## config.mk

```make
export PLATFORM = sky130hd
export DESIGN_NAME = aes_enc_axi_master
export DESIGN_NICKNAME = d
export VERILOG_FILES = /design/src/rtl/aes_enc_axi_master.sv
export SDC_FILE = /design/constraint.sdc
export NUM_CORES = 1
export LEC_CHECK = 0
export ABC_AREA = 1
export ABC_CLOCK_PERIOD_IN_PS = 3050
export CAP_MARGIN = 30
export CORE_MARGIN = 4
export CORE_UTILIZATION = 35
export DETAILED_ROUTE_END_ITERATION = 10
export PLACE_DENSITY = 0.77
export SYNTH_ARGS = -nofsm -noshare
export SYNTH_HDL_FRONTEND = slang
export SYNTH_SLANG_ARGS = --single-unit
export TNS_END_PERCENT = 50
```

## constraint.sdc

```tcl
create_clock -name clk_i -period 3.05 [get_ports clk_i]
set_clock_uncertainty 0.05 [all_clocks]
set_input_delay 0.7625 -clock clk_i [delete_from_list [all_inputs] [get_ports clk_i]]
set_output_delay 0.7625 -clock clk_i [all_outputs]
set_load 0.01 [all_outputs]
```

## src/rtl/aes_enc_axi_master.sv

```systemverilog
// Initiator for the AES256 core's word-serial write port: streams one plaintext block as
// data beats and a control beat, then collects the 128-bit ciphertext for the host.
module aes_enc_axi_master #(
    parameter int unsigned DATA_W  = 32,
    parameter int unsigned N_WORDS = 4,
    parameter int unsigned TIMEOUT = 1024
) (
    input  logic                        clk_i,
    input  logic                        reset_i,
    input  logic                        blk_valid_i,
    output logic                        blk_ready_o,
    input  logic [DATA_W*N_WORDS-1:0]   blk_data_i,
    input  logic [DATA_W-1:0]           ctrl_word_i,
    output logic                        wr_valid_o,
    output logic                        wr_addr_o,
    output logic [DATA_W-1:0]           wr_data_o,
    input  logic                        wr_ready_i,
    input  logic                        rd_valid_i,
    input  logic [DATA_W*N_WORDS-1:0]   rd_data_i,
    output logic                        rd_ready_o,
    output logic                        res_valid_o,
    output logic [DATA_W*N_WORDS-1:0]   res_data_o,
    input  logic                        res_ready_i,
    output logic                        err_timeout_o
);

    localparam int unsigned BLK_W = DATA_W * N_WORDS;
    localparam int unsigned IDX_W = (N_WORDS > 1) ? $clog2(N_WORDS) : 1;
    localparam int unsigned CNT_W = $clog2(TIMEOUT + 1);

    localparam logic [IDX_W-1:0] LAST_IDX = IDX_W'(N_WORDS - 1);
    localparam logic [CNT_W-1:0] CNT_MAX  = CNT_W'(TIMEOUT - 1);

    localparam logic [2:0] ST_IDLE      = 3'd0;
    localparam logic [2:0] ST_SEND_DATA = 3'd1;
    localparam logic [2:0] ST_SEND_CTRL = 3'd2;
    localparam logic [2:0] ST_WAIT_RES  = 3'd3;
    localparam logic [2:0] ST_HOLD_RES  = 3'd4;

    logic [2:0]        state_q, state_d;
    logic [IDX_W-1:0]  word_idx_q, word_idx_d;
    logic [CNT_W-1:0]  cnt_q, cnt_d;
    logic [BLK_W-1:0]  blk_q, blk_d;
    logic [DATA_W-1:0] ctrl_q, ctrl_d;
    logic [BLK_W-1:0]  res_q, res_d;

    always_comb begin
        state_d       = state_q;
        word_idx_d    = word_idx_q;
        cnt_d         = cnt_q;
        blk_d         = blk_q;
        ctrl_d        = ctrl_q;
        res_d         = res_q;
        blk_ready_o   = 1'b0;
        wr_valid_o    = 1'b0;
        wr_addr_o     = 1'b0;
        wr_data_o     = '0;
        rd_ready_o    = 1'b0;
        res_valid_o   = 1'b0;
        err_timeout_o = 1'b0;

        case (state_q)
            ST_IDLE: begin
                blk_ready_o = 1'b1;
                if (blk_valid_i) begin
                    blk_d      = blk_data_i;
                    ctrl_d     = ctrl_word_i;
                    word_idx_d = '0;
                    state_d    = ST_SEND_DATA;
                end
            end
            ST_SEND_DATA: begin
                // Block is held as a shift register so the current word is always on top.
                wr_valid_o = 1'b1;
                wr_addr_o  = 1'b1;
                wr_data_o  = blk_q[BLK_W-1 -: DATA_W];
                if (wr_ready_i) begin
                    blk_d = blk_q << DATA_W;
                    if (word_idx_q == LAST_IDX) begin
                        word_idx_d = '0;
                        state_d    = ST_SEND_CTRL;
                    end else begin
                        word_idx_d = word_idx_q + 1'b1;
                    end
                end
            end
            ST_SEND_CTRL: begin
                wr_valid_o = 1'b1;
                wr_addr_o  = 1'b0;
                wr_data_o  = ctrl_q;
                if (wr_ready_i) begin
                    cnt_d   = '0;
                    state_d = ST_WAIT_RES;
                end
            end
            ST_WAIT_RES: begin
                rd_ready_o = 1'b1;
                // A result arriving on the expiry cycle takes priority over the abort.
                if (rd_valid_i) begin
                    res_d   = rd_data_i;
                    state_d = ST_HOLD_RES;
                end else if (cnt_q == CNT_MAX) begin
                    err_timeout_o = 1'b1;
                    state_d       = ST_IDLE;
                end else begin
                    cnt_d = cnt_q + 1'b1;
                end
            end
            ST_HOLD_RES: begin
                res_valid_o = 1'b1;
                if (res_ready_i) begin
                    state_d = ST_IDLE;
                end
            end
            default: begin
                state_d = ST_IDLE;
            end
        endcase

        // Reset forces every handshake output low, including the cycle it is first applied.
        if (reset_i) begin
            blk_ready_o   = 1'b0;
            wr_valid_o    = 1'b0;
            wr_addr_o     = 1'b0;
            wr_data_o     = '0;
            rd_ready_o    = 1'b0;
            res_valid_o   = 1'b0;
            err_timeout_o = 1'b0;
        end
    end

    always_ff @(posedge clk_i) begin
        if (reset_i) begin
            state_q    <= ST_IDLE;
            word_idx_q <= '0;
            cnt_q      <= '0;
            blk_q      <= '0;
            ctrl_q     <= '0;
            res_q      <= '0;
        end else begin
            state_q    <= state_d;
            word_idx_q <= word_idx_d;
            cnt_q      <= cnt_d;
            blk_q      <= blk_d;
            ctrl_q     <= ctrl_d;
            res_q      <= res_d;
        end
    end

    assign res_data_o = res_q;

endmodule

```

== Word level (Yosys, flattened, before mapping) ==
Index checks and enable logic that the tools add are counted.

* RAM bits: 0
* Word-level logic and storage cells: 66
* ROM bits: 0
* Input bits: 294
* Flip-flop bits (word level): 304
* Memories kept: 0
* Output and inout bits: 166
* Bits in latches: 0

* Order comparisons: 0
* Shift-type cells: 0
* Reduce and logical (&&, ||, !) cells: 9
* Multiplexer cells: 35
* Bitwise gates (word level): 0
* Equality and inequality tests: 14
* $add $sub $neg: 2
* Div/mod/pow operators: 0
* Multipliers: 0

{| class="wikitable"
|+ Operators with widths
! kind !! number
|-
| 128-bit two-way mux || 2
|-
| 128-bit case mux with 2 select lines || 1
|-
| 32-bit case mux with 2 select lines || 1
|-
| 11-bit two-way mux || 3
|-
| 32-bit two-way mux || 1
|-
| 11-bit case mux with 2 select lines || 1
|-
| 3-bit two-way mux || 7
|-
| 3-bit case mux with 5 select lines || 1
|-
| 1-bit two-way mux || 14
|-
| 2-bit inequality test, second input constant || 7
|-
| 11-bit by 1-bit adder with 11-bit output, second input constant || 1
|-
| 11-bit by 10-bit == test with 1-bit output, second input constant || 1
|-
| 3-bit by 2-bit == test with 1-bit output, second input constant || 2
|-
| 2-bit two-way mux || 3
|-
| 6-bit AND reduction || 1
|-
| 2-bit case mux with 2 select lines || 1
|-
| 2-bit AND reduction || 2
|-
| 4-bit AND reduction || 1
|-
| 2-bit nonzero test || 2
|-
| 3-bit by 1-bit == test with 1-bit output, second input constant || 1
|-
| 3-bit == test, second input constant || 1
|-
| 3-bit logical NOT || 1
|-
| 3-bit inequality test, second input constant || 1
|-
| 3-bit AND reduction || 1
|-
| other kinds (3) || 3
|}

== Longest topological paths before layout ==
Gate-level depths: netlist (run 1).

* Depth in word-level cells: 5
* Gate-level depth with buffers: 10
* Mapped depth without buffers: 10

== Worst setup path after synthesis (run 1) ==
Ideal clock, no wire load.

* Path type: input to output
* Start point: in reset_i
* End point: out wr_data_o[0]
* Stages: 5
* Path buffers: 3
* Required time: 2.237 ns
* Arrival: 1.786 ns
* Path slack: 0.451 ns
* Path through: clkbuf_1 > inv_1 > clkbuf_1 > clkbuf_1 > a32o_1

* Word-level cells in the longest chain between the ends: 1

{| class="wikitable"
|+ RTL lines
! item !! line !! text
|-
| start: declaration || 9 || <nowiki>input logic reset_i,</nowiki>
|-
| 32-bit two-way mux || 121 || <nowiki>if (reset_i) begin</nowiki>
|-
| end: declaration || 16 || <nowiki>output logic [DATA_W-1:0] wr_data_o,</nowiki>
|}

No other way between the ends.

== Final worst setup path (run 1) ==
* Start point: reg state_q[0]
* End point: out rd_ready_o

* Word-level cells in the longest chain between the ends: 3

{| class="wikitable"
|+ RTL lines
! item !! line !! text
|-
| start: declaration || 40 || <nowiki>logic [2:0] state_q, state_d;</nowiki>
|-
| start signal: assignment || 141 || <nowiki>state_q <= state_d;</nowiki>
|-
| 3-bit by 2-bit == test with 1-bit output || 62 || <nowiki>case (state_q)</nowiki>
|-
| 1-bit two-way mux || 62 ||
|-
| 1-bit two-way mux || 121 ||
|-
| end: declaration || 20 || <nowiki>output logic rd_ready_o,</nowiki>
|}

No other way between the ends.

==> results.sh, run 1 <==
export IMPL_grt_pass1_vias=12330
export IMPL_required_ps=2240
export IMPL_drive_gt1_share_pct=5.026
export IMPL_maxSlewViolCount=0
export IMPL_min_period_over_period_pct=95.36
export IMPL_dieArea_um2=39110
export IMPL_worst_slew_pin_slew_ps=857.3
export IMPL_area_growth_pct=48.85
export IMPL_wire_per_inst_um=17.29
export IMPL_power_density_nw_per_um2=741.1
export IMPL_ant_nets=0
export IMPL_dp_final_hpwl_um=31190
export IMPL_start_kind="flip-flop"
export IMPL_synth_seq_cells=304
export IMPL_slowest_delay_ps=580
export IMPL_first_pass_iters=8
export IMPL_die_w_um=197.8
export IMPL_utilization_pct=52.75
export IMPL_setup_tns_final_ps=0
export IMPL_crit_top_cell="nor2_4"
export IMPL_worst_path_max_delay_cell="clkdlybuf4s50_1"
export IMPL_place_area_um2=17490
export IMPL_pre_cts_ws_ps=159.6
export IMPL_htreeDepth=2
export IMPL_rows=69
export IMPL_grt_overflow=0
export IMPL_synth_edf_count=0
export IMPL_fin_hold_ws_ps=394.9
export IMPL_criticalPathCategory="flip-flop to output port"
export IMPL_setup_slack_ps=141.5
export IMPL_status="finished, final reports clean"
export IMPL_initialDrtViolationCount=1031
export IMPL_gp_congestion=0.8468
export IMPL_yosysUniqueCellTypes=28
export IMPL_clock_latency_ps=540
export IMPL_finalNetCount=2405
export IMPL_syn_cell_area_um2=12600
export IMPL_path_clk_slew_ps=60
export IMPL_drt_wl_total_um=44940
export IMPL_num_io_pins=460
export IMPL_syn_inst=1723
export IMPL_final_common_cell="clkdlybuf4s50_1"
export IMPL_grt_antenna_before_repair=9
export IMPL_max_freq_mhz=343.8
export IMPL_track_usage_pct=21.49
export IMPL_numPortBuffers=459
export IMPL_p_leak_uw=0.007262
export IMPL_syn_num_nets=2019
export IMPL_synth_flop_cell="dfxtp_1"
export IMPL_final_cell_mix="422 x clkdlybuf4s50_1, 336 x nand2_1, 301 x dfxtp_1"
export IMPL_ys_seq_area_share_pct=48.28
export IMPL_grt_pass1_wl_um=67800
export IMPL_finalInstanceArea_um2=18760
export IMPL_cts_sinks=304
export IMPL_crit_fanout=7
export IMPL_drc=0
export IMPL_hold_viol=0
export IMPL_drv_cap=0
export IMPL_crit_path_end_kind="output port"
export IMPL_hp_class="flip-flop to flip-flop"
export IMPL_clockRootBuffer="clkbuf_16"
export IMPL_postCtsHoldBufs=0
export IMPL_yosysWarnings=0
export IMPL_cts_tree="done"
export IMPL_die_y_um=197.8
export IMPL_peakVddDrop_v=0.0004921
export IMPL_vias=13130
export IMPL_crit_arrival_ps=2100
export IMPL_layout_min_cycle_time_ps=2908
export IMPL_coreArea_um2=35570
export IMPL_viasPerCell=5.052
export IMPL_grt_max_degree=194
export IMPL_slew_headroom_pct=42.85
export IMPL_numCtsBuffers=37
export IMPL_initial_core_util_pct=35.44
export IMPL_clock_path_buffers=3
export IMPL_rsz0062_at_grt="no"
export IMPL_path_cells="inv_2, nor2_4, buf_4, nand2_2, nor2_4, clkdlybuf4s50_1"
export IMPL_synthArstFlopShare_pct=0
export IMPL_syn_area_per_cell_um2=7.315
export IMPL_finalSetupViolations=0
-- flip-flops by register name (all words and copies together) (netlist names) --
| signal | cells |
|---|---|
| blk_q | 128 |
| cnt_q | 11 |
| ctrl_q | 32 |
| res_data_o | 128 |
| state_q | 3 |
| word_idx_q | 2 |
-- layer usage --
layer	share of wire (%)	vias up	global-route usage [%]
met2	47	476	33.52
met3	7.8	99	6.058
met5	0	-	0
met1	41	6041	28.38
met4	3.4	0	8.314
li1	-	6515	-
-- power by group --
group / internal, µW / switching (µW)
logic: 1730 / 2830
registers: 4850 / 411
clock network: 2410 / 1670
total: 8990 / 4910
-- stage by stage --
stage	total power (µW)	std cells
after global routing	14850	2599
after CTS	13970	2587
after detailed placement	9806	2525
after floorplan	8166	1723
after global placement	9678	2525
final	13900	2599
-- area by class of cell --
type | instances | area [µm²]
Antenna cell | 9 | 22.52
Clock buffer | 50 | 1057
Clock inverter | 9 | 51.30
Fill cell | 3366 | 16810
Inverter | 115 | 435.4
Multi-Input combinational cell | 1159 | 5499
Sequential cell | 304 | 6090
Tap cell | 461 | 576.8
Timing Repair Buffer | 492 | 5030
-- worst paths after layout --
check                          start                       to  slack (ps)  cells after the start
min          ctrl_q[31]$_SDFFE_PP0P_  ctrl_q[31]$_SDFFE_PP0P_         390                      2
max          state_q[0]$_SDFFE_PP0P_               rd_ready_o         140                      6
max reg2reg  state_q[0]$_SDFFE_PP0P_   blk_q[74]$_SDFFE_PP0P_         700                      9
min reg2reg  ctrl_q[31]$_SDFFE_PP0P_  ctrl_q[31]$_SDFFE_PP0P_         390                      2
-- kinds of logic (layout without fill, tap and decap cells) --
group / count (synthesis) / in the layout / share of synthesized area, %
AO/OA/AOI/OAI: 473 / 473 / 20.39
buffers and inverters: 260 / 666 / 8.487
XOR/XNOR: 1 / 1 / 0.06950
other: 0 / 9 / 0
AND/OR/NAND/NOR: 683 / 683 / 22.57
adder cells (fa/ha/maj): 2 / 2 / 0.1985
flip-flops: 304 / 304 / 48.28
-- cells in the mapped netlist, drive strengths merged, types with 32 or more instances --
master  instances  area share [%]
nand3         181             7.2
dfxtp         304              48
o21ai         187             7.4
o22ai          32             1.6
a32o           32             2.5
clkbuf         76             2.3
nand2         338              10
nor2          155             4.7
inv           115             3.4
a21oi         221             8.8
buf            69             2.8
-- worst max-delay path, delay by kind of cell, from the launching register on --
kind / cells / cell delay, ps
buffers and inverters: 3 / 810
flip-flops: 1 / 360
AND/OR/NAND/NOR: 3 / 380
-- timing repair --
item                                    CTS  global route
pin swaps                                 0             1
gates resized for setup                  24            24
buffers inserted                          2             1
gates cloned                              1             1
endpoints found under the setup margin   36            19
Note: power is estimated with default switching activity, not from simulation.
==> run 2, diff against run 1 <==
DONT_BUFFER_PORTS = 1   (was default)
PLACE_DENSITY = 0.61   (was 0.77)
==> results.sh, run 2 (synthesis gave the netlist of run 1 again) <==
export IMPL_status="finished, final reports clean"
export IMPL_initialDrtViolationCount=897
export IMPL_crit_arrival_ps=2100
export IMPL_pre_cts_ws_ps=468.1
export IMPL_track_usage_pct=19.53
export IMPL_clock_latency_ps=510
export IMPL_slew_headroom_pct=50.98
export IMPL_rsz0062_at_grt="no"
export IMPL_die_y_um=197.8
export IMPL_drive_gt1_share_pct=5.418
export IMPL_grt_overflow=0
export IMPL_finalInstanceArea_um2=14020
export IMPL_gp_congestion=0.8313
export IMPL_place_area_um2=12810
export IMPL_die_w_um=197.8
export IMPL_criticalPathCategory="flip-flop to output port"
export IMPL_finalSetupViolations=0
export IMPL_clock_path_buffers=3
export IMPL_htreeDepth=2
export IMPL_grt_max_degree=154
export IMPL_postCtsHoldBufs=0
export IMPL_layout_min_cycle_time_ps=2917
export IMPL_peakVddDrop_v=0.0005983
export IMPL_required_ps=2240
export IMPL_numPortBuffers=0
export IMPL_clockRootBuffer="clkbuf_16"
export IMPL_worst_slew_pin_slew_ps=735.3
export IMPL_numCtsBuffers=35
export IMPL_postCtsSetupBuffers=0
export IMPL_viasPerCell=5.244
export IMPL_setup_tns_final_ps=0
export IMPL_drt_wl_total_um=41130
export IMPL_start_kind="flip-flop"
export IMPL_wire_per_inst_um=19.37
export IMPL_cts_sinks=304
export IMPL_hp_class="input port to flip-flop"
export IMPL_ant_nets=0
export IMPL_setup_slack_ps=133.3
export IMPL_grt_antenna_before_repair=3
export IMPL_final_common_cell="nand2_1"
export IMPL_max_freq_mhz=342.8
export IMPL_power_density_nw_per_um2=948.0
export IMPL_vias=11140
export IMPL_rows=69
export IMPL_crit_path_end_kind="output port"
export IMPL_path_delay_family="simple AND/OR/NAND/NOR gates"
export IMPL_dieArea_um2=39110
export IMPL_path_cells="inv_2, nor2_4, nand2_8, nor2_2, buf_8, a32o_1"
export IMPL_cp_num_buf_inv=2
export IMPL_grt_pass1_vias=10270
export IMPL_p_leak_uw=0.005093
export IMPL_coreArea_um2=35570
export IMPL_maxSlewViolCount=0
export IMPL_grt_pass1_wl_um=60910
export IMPL_path_clk_slew_ps=60
export IMPL_first_pass_iters=6
export IMPL_dp_final_hpwl_um=28620
export IMPL_drv_cap=0
export IMPL_initial_core_util_pct=35.44
export IMPL_final_cell_mix="337 x nand2_1, 304 x dfxtp_1, 221 x a21oi_1"
export IMPL_cts_tree="done"
export IMPL_finalNetCount=1931
export IMPL_area_growth_pct=11.25
export IMPL_power_total_uw=13290
export IMPL_worst_path_max_delay_cell="dfxtp_1"
export IMPL_crit_fanout=43
export IMPL_slowest_delay_ps=390
export IMPL_drc=0
export IMPL_num_io_pins=460
export IMPL_hold_viol=0
export IMPL_min_period_over_period_pct=95.63
-- run 2: worst reg2reg max path, delay by kind of cell, from the launching register on --
kind	cells	cell delay, ps
compound gates	2	250
buf+inv	3	940
flops	1	520
simple gates	3	650
-- run 2: final timing paths --
path	from	slack, ps	cells past startpoint	to
hold reg to reg	blk_q[72]$_SDFFE_PP0P_	400	2	blk_q[72]$_SDFFE_PP0P_
setup / recovery	state_q[0]$_SDFFE_PP0P_	130	6	wr_data_o[22]
setup reg to reg	state_q[1]$_SDFFE_PP0P_	570	8	blk_q[58]$_SDFFE_PP0P_
hold / removal	reset_i	280	1	res_data_o[25]$_SDFFE_PP0P_
-- run 2: what timing repair did --
| item | CTS | global route |
|---|---|---|
| endpoints found under the hold margin | 0 | 0 |
| resized for setup | 2 | 1 |
| endpoints found under the setup margin | 33 | 16 |
-- run 2: report_power, final --
| group | internal (µW) | switching, µW | total [µW] |
|---|---|---|---|
| Clock | 2630 | 1710 | 4340 |
| Sequential | 4850 | 488 | 5340 |
| Combinational | 1090 | 2530 | 3620 |
-- run 2: layout make-up --
cell class / count / area (µm²)
diodes: 2 / 5.005
clock buffers: 50 / 1035
clock inverters: 13 / 158.9
fillers: 3700 / 21550
inverters: 115 / 435.4
multi-input cells: 1159 / 5493
flip-flops and latches: 304 / 6086
well taps: 461 / 576.8
repair buffers: 20 / 232.7
-- run 2: metal layers --
metal,GRT usage [%],share of wire [%],vias to the layer above
li1,-,-,5558
met1,27.87,44,5095
met2,28.43,44,413
met3,5.598,8.5,71
met4,6.503,3.1,2
met5,0,0.032,-
-- run 2: stage by stage --
| stage | hold WS, ps | util, % | cells |
|---|---|---|---|
| after floorplan | 373.8 | - | 1723 |
| after global placement | 383.0 | 35.90 | 2057 |
| after detailed placement | 389.7 | 36.02 | 2059 |
| after CTS | 236.7 | 39.40 | 2122 |
| after global routing | 247.7 | 39.42 | 2124 |
| final | 278.2 | 39.42 | 2124 |
